`src/rtl/regfile_op_sequencer.sv`:
```
// Command sequencer for the register file: accepts one ALU command per handshake,
// reads both operands through the register file's read ports, computes the result
// and writes it back, returning the result on a one-cycle response pulse.
module regfile_op_sequencer #(
  parameter int unsigned DATA_W = 8,
  parameter int unsigned ADDR_W = 3
) (
  input  logic              clk,
  input  logic              rst,
  input  logic              cmd_valid,
  output logic              cmd_ready,
  input  logic [2:0]        cmd_op,
  input  logic [ADDR_W-1:0] cmd_rd,
  input  logic [ADDR_W-1:0] cmd_rs1,
  input  logic [ADDR_W-1:0] cmd_rs2,
  input  logic [DATA_W-1:0] cmd_imm,
  output logic [ADDR_W-1:0] rf_raddr1,
  output logic [ADDR_W-1:0] rf_raddr2,
  input  logic [DATA_W-1:0] rf_rdata1,
  input  logic [DATA_W-1:0] rf_rdata2,
  output logic              rf_en,
  output logic [ADDR_W-1:0] rf_waddr,
  output logic [DATA_W-1:0] rf_wdata,
  output logic              rsp_valid,
  output logic [DATA_W-1:0] rsp_data,
  output logic              rsp_carry,
  output logic              rsp_zero
);

  localparam logic [2:0] OpAdd  = 3'b000;
  localparam logic [2:0] OpSub  = 3'b001;
  localparam logic [2:0] OpAnd  = 3'b010;
  localparam logic [2:0] OpOr   = 3'b011;
  localparam logic [2:0] OpXor  = 3'b100;
  localparam logic [2:0] OpLdi  = 3'b101;
  localparam logic [2:0] OpAddi = 3'b110;
  localparam logic [2:0] OpRd   = 3'b111;

  typedef enum logic [1:0] {
    StIdle,
    StRead,
    StExec,
    StWrite
  } state_e;

  state_e            state;
  logic [2:0]        op_q;
  logic [ADDR_W-1:0] rd_q;
  logic [DATA_W-1:0] imm_q;
  logic [DATA_W-1:0] opa_q;
  logic [DATA_W-1:0] opb_q;

  // Bit DATA_W carries the add carry-out, or the subtract borrow.
  logic [DATA_W:0]   res;
  logic              res_carry;
  logic              res_zero;

  // ALU on the captured operands; logical ops and moves force the carry bit to 0.
  always_comb begin
    res = '0;
    case (op_q)
      OpAdd:   res = {1'b0, opa_q} + {1'b0, opb_q};
      OpSub:   res = {1'b0, opa_q} - {1'b0, opb_q};
      OpAnd:   res = {1'b0, opa_q & opb_q};
      OpOr:    res = {1'b0, opa_q | opb_q};
      OpXor:   res = {1'b0, opa_q ^ opb_q};
      OpLdi:   res = {1'b0, imm_q};
      OpAddi:  res = {1'b0, opa_q} + {1'b0, imm_q};
      OpRd:    res = {1'b0, opa_q};
      default: res = '0;
    endcase
    res_carry = res[DATA_W];
    res_zero  = (res[DATA_W-1:0] == '0);
  end

  // Sequencer FSM; every output is a register updated here.
  always_ff @(posedge clk or posedge rst) begin
    if (rst) begin
      state     <= StIdle;
      op_q      <= '0;
      rd_q      <= '0;
      imm_q     <= '0;
      opa_q     <= '0;
      opb_q     <= '0;
      cmd_ready <= 1'b0;
      rf_raddr1 <= '0;
      rf_raddr2 <= '0;
      rf_en     <= 1'b0;
      rf_waddr  <= '0;
      rf_wdata  <= '0;
      rsp_valid <= 1'b0;
      rsp_data  <= '0;
      rsp_carry <= 1'b0;
      rsp_zero  <= 1'b0;
    end else begin
      unique case (state)
        StIdle: begin
          // cmd_ready is 0 right after reset, so the first edge only raises it.
          if (cmd_valid && cmd_ready) begin
            op_q      <= cmd_op;
            rd_q      <= cmd_rd;
            imm_q     <= cmd_imm;
            rf_raddr1 <= cmd_rs1;
            rf_raddr2 <= cmd_rs2;
            cmd_ready <= 1'b0;
            state     <= StRead;
          end else begin
            cmd_ready <= 1'b1;
          end
        end
        StRead: begin
          // Operands are captured here, so a write to rs1/rs2 later cannot disturb them.
          opa_q <= rf_rdata1;
          opb_q <= rf_rdata2;
          state <= StExec;
        end
        StExec: begin
          rf_en     <= (op_q != OpRd);
          rf_waddr  <= rd_q;
          rf_wdata  <= res[DATA_W-1:0];
          rsp_valid <= 1'b1;
          rsp_data  <= res[DATA_W-1:0];
          rsp_carry <= res_carry;
          rsp_zero  <= res_zero;
          state     <= StWrite;
        end
        StWrite: begin
          rf_en     <= 1'b0;
          rf_waddr  <= '0;
          rf_wdata  <= '0;
          rsp_valid <= 1'b0;
          rsp_data  <= '0;
          rsp_carry <= 1'b0;
          rsp_zero  <= 1'b0;
          cmd_ready <= 1'b1;
          state     <= StIdle;
        end
        default: state <= StIdle;
      endcase
    end
  end

endmodule

```
`config.mk`:
```
export PLATFORM = sky130hd
export DESIGN_NAME = regfile_op_sequencer
export DESIGN_NICKNAME = d
export VERILOG_FILES = /design/src/rtl/regfile_op_sequencer.sv
export SDC_FILE = /design/constraint.sdc
export NUM_CORES = 1
export LEC_CHECK = 0
export BUFFER_PORTS_ARGS = -buffer_cell sky130_fd_sc_hd__buf_4
export CORE_ASPECT_RATIO = 0.5
export CORE_MARGIN = 5
export CORE_UTILIZATION = 60
export CTS_CLUSTER_DIAMETER = 150
export CTS_CLUSTER_SIZE = 8
export DETAILED_ROUTE_END_ITERATION = 10
export PLACE_DENSITY = 0.92
export SLEW_MARGIN = 20
export SYNTH_ARGS = -nofsm -noshare
export SYNTH_HDL_FRONTEND = slang
export SYNTH_SLANG_ARGS = --single-unit
```
`constraint.sdc`:
```
create_clock -name clk -period 9.6 [get_ports clk]
set_input_delay 0.96 -clock clk [delete_from_list [all_inputs] [get_ports clk]]
set_output_delay 0.96 -clock clk [all_outputs]
set_load 0.005 [all_outputs]
```
After elaboration in Yosys (flattened, before gate mapping) --
Index checks and enable logic that the tools add are counted.
Operators by class: $add $sub $neg 3, eq/ne operators 12, mux-type cells 11, bitwise logic cells 3, reductions and logical operators 7
Operators by type and width (count):
- case mux 9 bit (8 select lines) | 1
- adder 8 x 8 -> 9 bit | 2
- case mux 8 bit (2 select lines) | 1
- equality test 3 bit (second input constant) | 4
- case mux 1 bit (2 select lines) | 5
- subtractor 8 x 8 -> 9 bit | 1
- AND 8 bit | 1
- logical NOT 8 bit | 1
- OR 8 bit | 1
- case mux 2 bit (4 select lines) | 1
- bitwise XOR 8 bit | 1
- equality test 3 x 2 -> 1 bit (second input constant) | 2
- case mux 3 bit (2 select lines) | 1
- equality test 2 bit (second input constant) | 2
- nonzero test 2 bit | 2
- equality test 3 x 1 -> 1 bit (second input constant) | 1
- logical NOT 3 bit | 1
- != test 3 bit (second input constant) | 1
- equality test 2 x 1 -> 1 bit (second input constant) | 1
- logical NOT 2 bit | 1
- two-way mux 2 bit | 1
- != test 2 bit (second input constant) | 1
- AND reduction 2 bit | 1
- logical AND 1 bit | 1
- two-way mux 1 bit | 1
Storage, ports and cells: bits in registers 54, bits of input ports 39, output and inout port bits 30, logic and storage cells 51

Logic depth before layout (Yosys ltp) --
word-level depth 4, depth in mapped cells 15, gate-level depth less buffers 14

Worst setup path before layout --
OpenSTA, ideal clock, no wires.
path type reg2reg, start point reg op_q[1], end point reg rsp_zero, setup time 0.066 ns, data arrival time 3.176 ns, data required time 9.534 ns, slack 6.358 ns, cell stages (with the launch flop) 16, path buffers 4, period minus slack after synthesis 3.242 ns, path through dfrtp_1 > buf_6 > buf_2 > buf_2 > buf_1 > nor3_1 > o21ai_0 > o311a_1 > inv_1 > fa_1 > nand2b_1 > a211oi_1 > o21a_1 > o21ai_0 > a2111oi_2 > a22o_1
On the way: word-level cells in the longest chain between the ends 4, elaborated cells on any way between the ends 11, classes of those cells eq/ne: 7; mux: 2; reduce/logical: 2
Ends and longest elaborated chain:
- from (decl) | RTL line 47 | logic [2:0] op_q;
- from (signal assigned) | RTL line 100 | op_q <= cmd_op;
- equality test 3 bit (tied with other cells) | RTL line 61 | case (op_q)
- case mux 9 bit (8 select lines) (*) | RTL line 61
- logical NOT 8 bit (*) | RTL line 73 | res_zero = (res[DATA_W-1:0] == '0);
- case mux 1 bit (2 select lines) (*) | RTL line 96 | unique case (state)
- to (signal assigned) | RTL line 124 | rsp_zero <= res_zero;
- to (decl) | RTL line 27 | output logic rsp_zero
Mark *: on every way between the ends. The rest lies on a longest branch, timed or not. A chain may end at the register's enable or synchronous reset.

Final worst setup path --
start point reg op_q[0], end point reg rsp_zero
Same word-level chain as after synthesis.

==> flow_metrics.py <==
metrics = {
    "detailed_routing": {
        "ant_nets": 0,
        "routed_via_density": 6.12,
        "drt-wirelength-per-cell_um": 17.9,
        "drt_wl_total_um": 9120,
        "vias": 3121,
        "firstDrtPassIters": 5,
        "first_iter_violations": 248,
        "drc": 0,
    },
    "timing": {
        "fin_ws_ns": 6.10,
        "setup_viol": 0,
        "skew_ns": 0.00361,
        "relSlewSlack": 0.306,
        "worstMarginPinSlew_ns": 1.04,
        "rsz0062_at_grt": "false",
        "hold_viol": 0,
        "timing.final.crit_share": 0.365,
        "fmax_mhz": 285,
        "totalNegativeSetupSlack_ns": 0,
        "drv_slew": 0,
        "fin_crit_ns": 3.50,
    },
    "clock_network": {
        "cts_buffer_depth": 2,
        "post_cts_buffers": 0,
        "clk_pin_slew_worst_paths_ns": 0.07,
        "cts_tree": "done",
        "postCtsResizedCells": 0,
        "cts_made_buffers": 5,
        "cts_hold_buf": 0,
        "clock_latency_ns": 0.30,
        "htree_levels": 2,
        "cts_root_buffer": "clkbuf_16",
        "cts.sinks": 54,
    },
    "setup_path": {
        "crit_type": "reg2reg",
        "cp_max_fo": 38,
        "cp_data_required_time_ns": 9.84,
        "reg2reg_depth": 14,
        "rrSetupSlack_ns": 6.10,
        "worst-endpoint-arrival_ns": 3.74,
        "cp-start-kind": "register",
        "cp-end-kind": "register",
        "r2r_start": "op_q[0]",
        "endpoint": "rsp_zero",
        "startpoint": "op_q[0]",
        "rr_endpoint": "rsp_zero",
    },
    "grt": {
        "grt_pass1_vias": 3076,
        "antenna_found_initial": 0,
        "track_usage": 0.245,
        "grt_max_degree": 55,
        "grt_pass1_wl_um": 15200,
        "overflow": 0,
    },
    "yosys": {
        "synth_edf_count": 0,
        "synth-seq-cells": 54,
        "syn_area_um2": 3580,
        "synth_flop_cell": "dfrtp_1",
        "syn_inst": 387,
        "synthArstFlopShare": 1.00,
        "synth_top_family_by_area": "compound AO/OA/AOI/OAI gates",
        "synth-xor-area-share": 0.00735,
        "synth_compound_area_frac": 0.185,
        "syn_nets": 457,
        "synthAdderAreaFrac": 0.111,
        "yosysUniqueCellTypes": 49,
        "syn_avg_cell_area_um2": 9.24,
        "synth-seq-area-share": 0.378,
        "yosys.area_share.simple": 0.137,
        "muxShareOfSynthArea": 0.112,
        "synth_warnings": 0,
    },
    "finish": {
        "layout.nets": 506,
        "antennaDiodeCount": 0,
        "most-common-layout-cells": "buf_4, dfrtp_1, o21ai_0",
        "layout-drive-gt1-share": 0.238,
        "layout_commonest_cell": "buf_4",
        "stdcell_count": 510,
        "synthToLayoutAreaGrowth_pct": 17.4,
    },
    "run": {
        "maxCapViolations": 0,
    },
    "floorplanning": {
        "die-area_um2": 7700,
        "die_x_um": 119,
        "initial_core_util": 0.635,
        "placementRows": 19,
        "ios": 69,
        "fp.dieH_um": 64.6,
        "core-area_um2": 5630,
    },
    "worst_hold_path": {
        "min_path_type": "reg2reg",
    },
    "power_and_ir_drop": {
        "ir_drop_v": 0.000252,
        "p_leak_nw": 1.98,
        "power_density_nw_per_um2": 418,
    },
    "place": {
        "routabilityCongestion": 0.960,
        "pre_cts_ws_ns": 6.16,
        "dpl.cell_count": 502,
        "dp_hpwl_um": 6740,
        "numPortBuffers": 68,
    },
    "outcome": {
        "status": "completed",
    },
}
power by group:
| part | internal [mW] | leakage (nW) | total (mW) | switching (mW) |
|---|---|---|---|---|
| Combinational | 0.486 | 1.24 | 1.11 | 0.626 |
| Clock | 0.105 | 0.0770 | 0.190 | 0.0847 |
| Sequential | 0.338 | 0.662 | 0.454 | 0.117 |
| Total | 0.929 | 1.98 | 1.76 | 0.828 |
registers in the layout (all words and copies together), names as in the netlist, 2 cells and up:
name	count
rf_waddr	3
op_q	3
rsp_data	8
rf_raddr1	3
rd_q	3
imm_q	8
rf_raddr2	3
opb_q	8
opa_q	8
state	2
through the flow:
stage / power (mW) / instance area (um2) / utilization / hold slack [ns]
finish: 1.76 / 4200 / 0.745 / 0.497
global route: 1.90 / 4200 / 0.745 / 0.522
CTS: 1.74 / 4200 / 0.745 / 0.504
detailed placement: 1.54 / 4040 / 0.717 / 0.481
global placement: 1.52 / 4040 / 0.717 / 0.483
floorplan: 1.24 / 3580 / - / 0.473
cells by family (layout without fill, tap and decap cells):
kind of cell,after synthesis,after routing
flip-flops,54,54
AO/OA/AOI/OAI,102,102
buffers and inverters,54,104
multiplexers,36,36
XOR/XNOR,3,3
AND/OR/NAND/NOR,107,107
adder cells (fa/ha/maj),31,31
worst max-delay path: stages (launching register included):
cell,delay (ns)
dfrtp_1,0.33
buf_4,0.34
inv_1,0.20
nand2_1,0.29
o22ai_1,0.14
nand2_1,0.08
o311a_1,0.19
inv_1,0.07
fa_1,0.41
nand2b_1,0.18
a211oi_1,0.27
o21a_1,0.19
o21ai_0,0.13
a2111oi_2,0.43
a22o_1,0.17
worst min path at each step:
| stage | start | endpoint | slack [ns] | cells past startpoint |
|---|---|---|---|---|
| final | rsp_carry | rsp_carry | 0.50 | 2 |
| after detailed placement | rsp_carry | rsp_carry | 0.48 | 2 |
| after global placement | rsp_carry | rsp_carry | 0.48 | 2 |
| after floorplan | rsp_carry | rsp_carry | 0.47 | 2 |
| after CTS | rsp_carry | rsp_carry | 0.50 | 2 |
| after global routing | rf_raddr2[0] | rf_raddr2[0] | 0.52 | 1 |
routing by layer:
| layer | track usage | vias to the layer above | routed length, um |
|---|---|---|---|
| met1 | 0.338 | 1487 | 3990 |
| met5 | 0 | - | 0 |
| li1 | - | 1465 | - |
| met3 | 0.0704 | 21 | 883 |
| met2 | 0.382 | 148 | 4090 |
| met4 | 0.0664 | 0 | 153 |
layout make-up:
class / count / area (um2)
repair buffers: 71 / 533
clock inverters: 2 / 17.5
clock buffers: 6 / 139
inverters: 25 / 95.1
flip-flops and latches: 54 / 1350
well taps: 73 / 91.3
multi-input cells: 279 / 1970
fillers: 410 / 1440
cell usage after synthesis, types with 2 or more instances:
cell / instances / share of area
nand2_1: 31 / 0.033
nand3_1: 9 / 0.013
a21oi_1: 12 / 0.017
nand2b_1: 7 / 0.012
mux2_2: 21 / 0.066
mux2i_1: 14 / 0.039
clkbuf_1: 9 / 0.0094
a211oi_1: 6 / 0.013
and3_1: 3 / 0.0052
buf_4: 9 / 0.019
dfrtp_1: 54 / 0.38
a21o_1: 2 / 0.0042
a31oi_1: 2 / 0.0035
buf_1: 3 / 0.0031
o21bai_1: 2 / 0.0042
o21ai_0: 39 / 0.055
o21a_1: 3 / 0.0063
o311a_1: 2 / 0.0056
a221oi_1: 7 / 0.017
nor2_1: 33 / 0.035
nor2b_1: 6 / 0.010
nor3_1: 12 / 0.017
xor2_1: 3 / 0.0073
nand3b_1: 2 / 0.0042
o22ai_1: 11 / 0.019
ha_1: 30 / 0.10
o31ai_1: 3 / 0.0063
buf_2: 7 / 0.0098
inv_1: 25 / 0.026
Power figures use the tool's default switching activity.
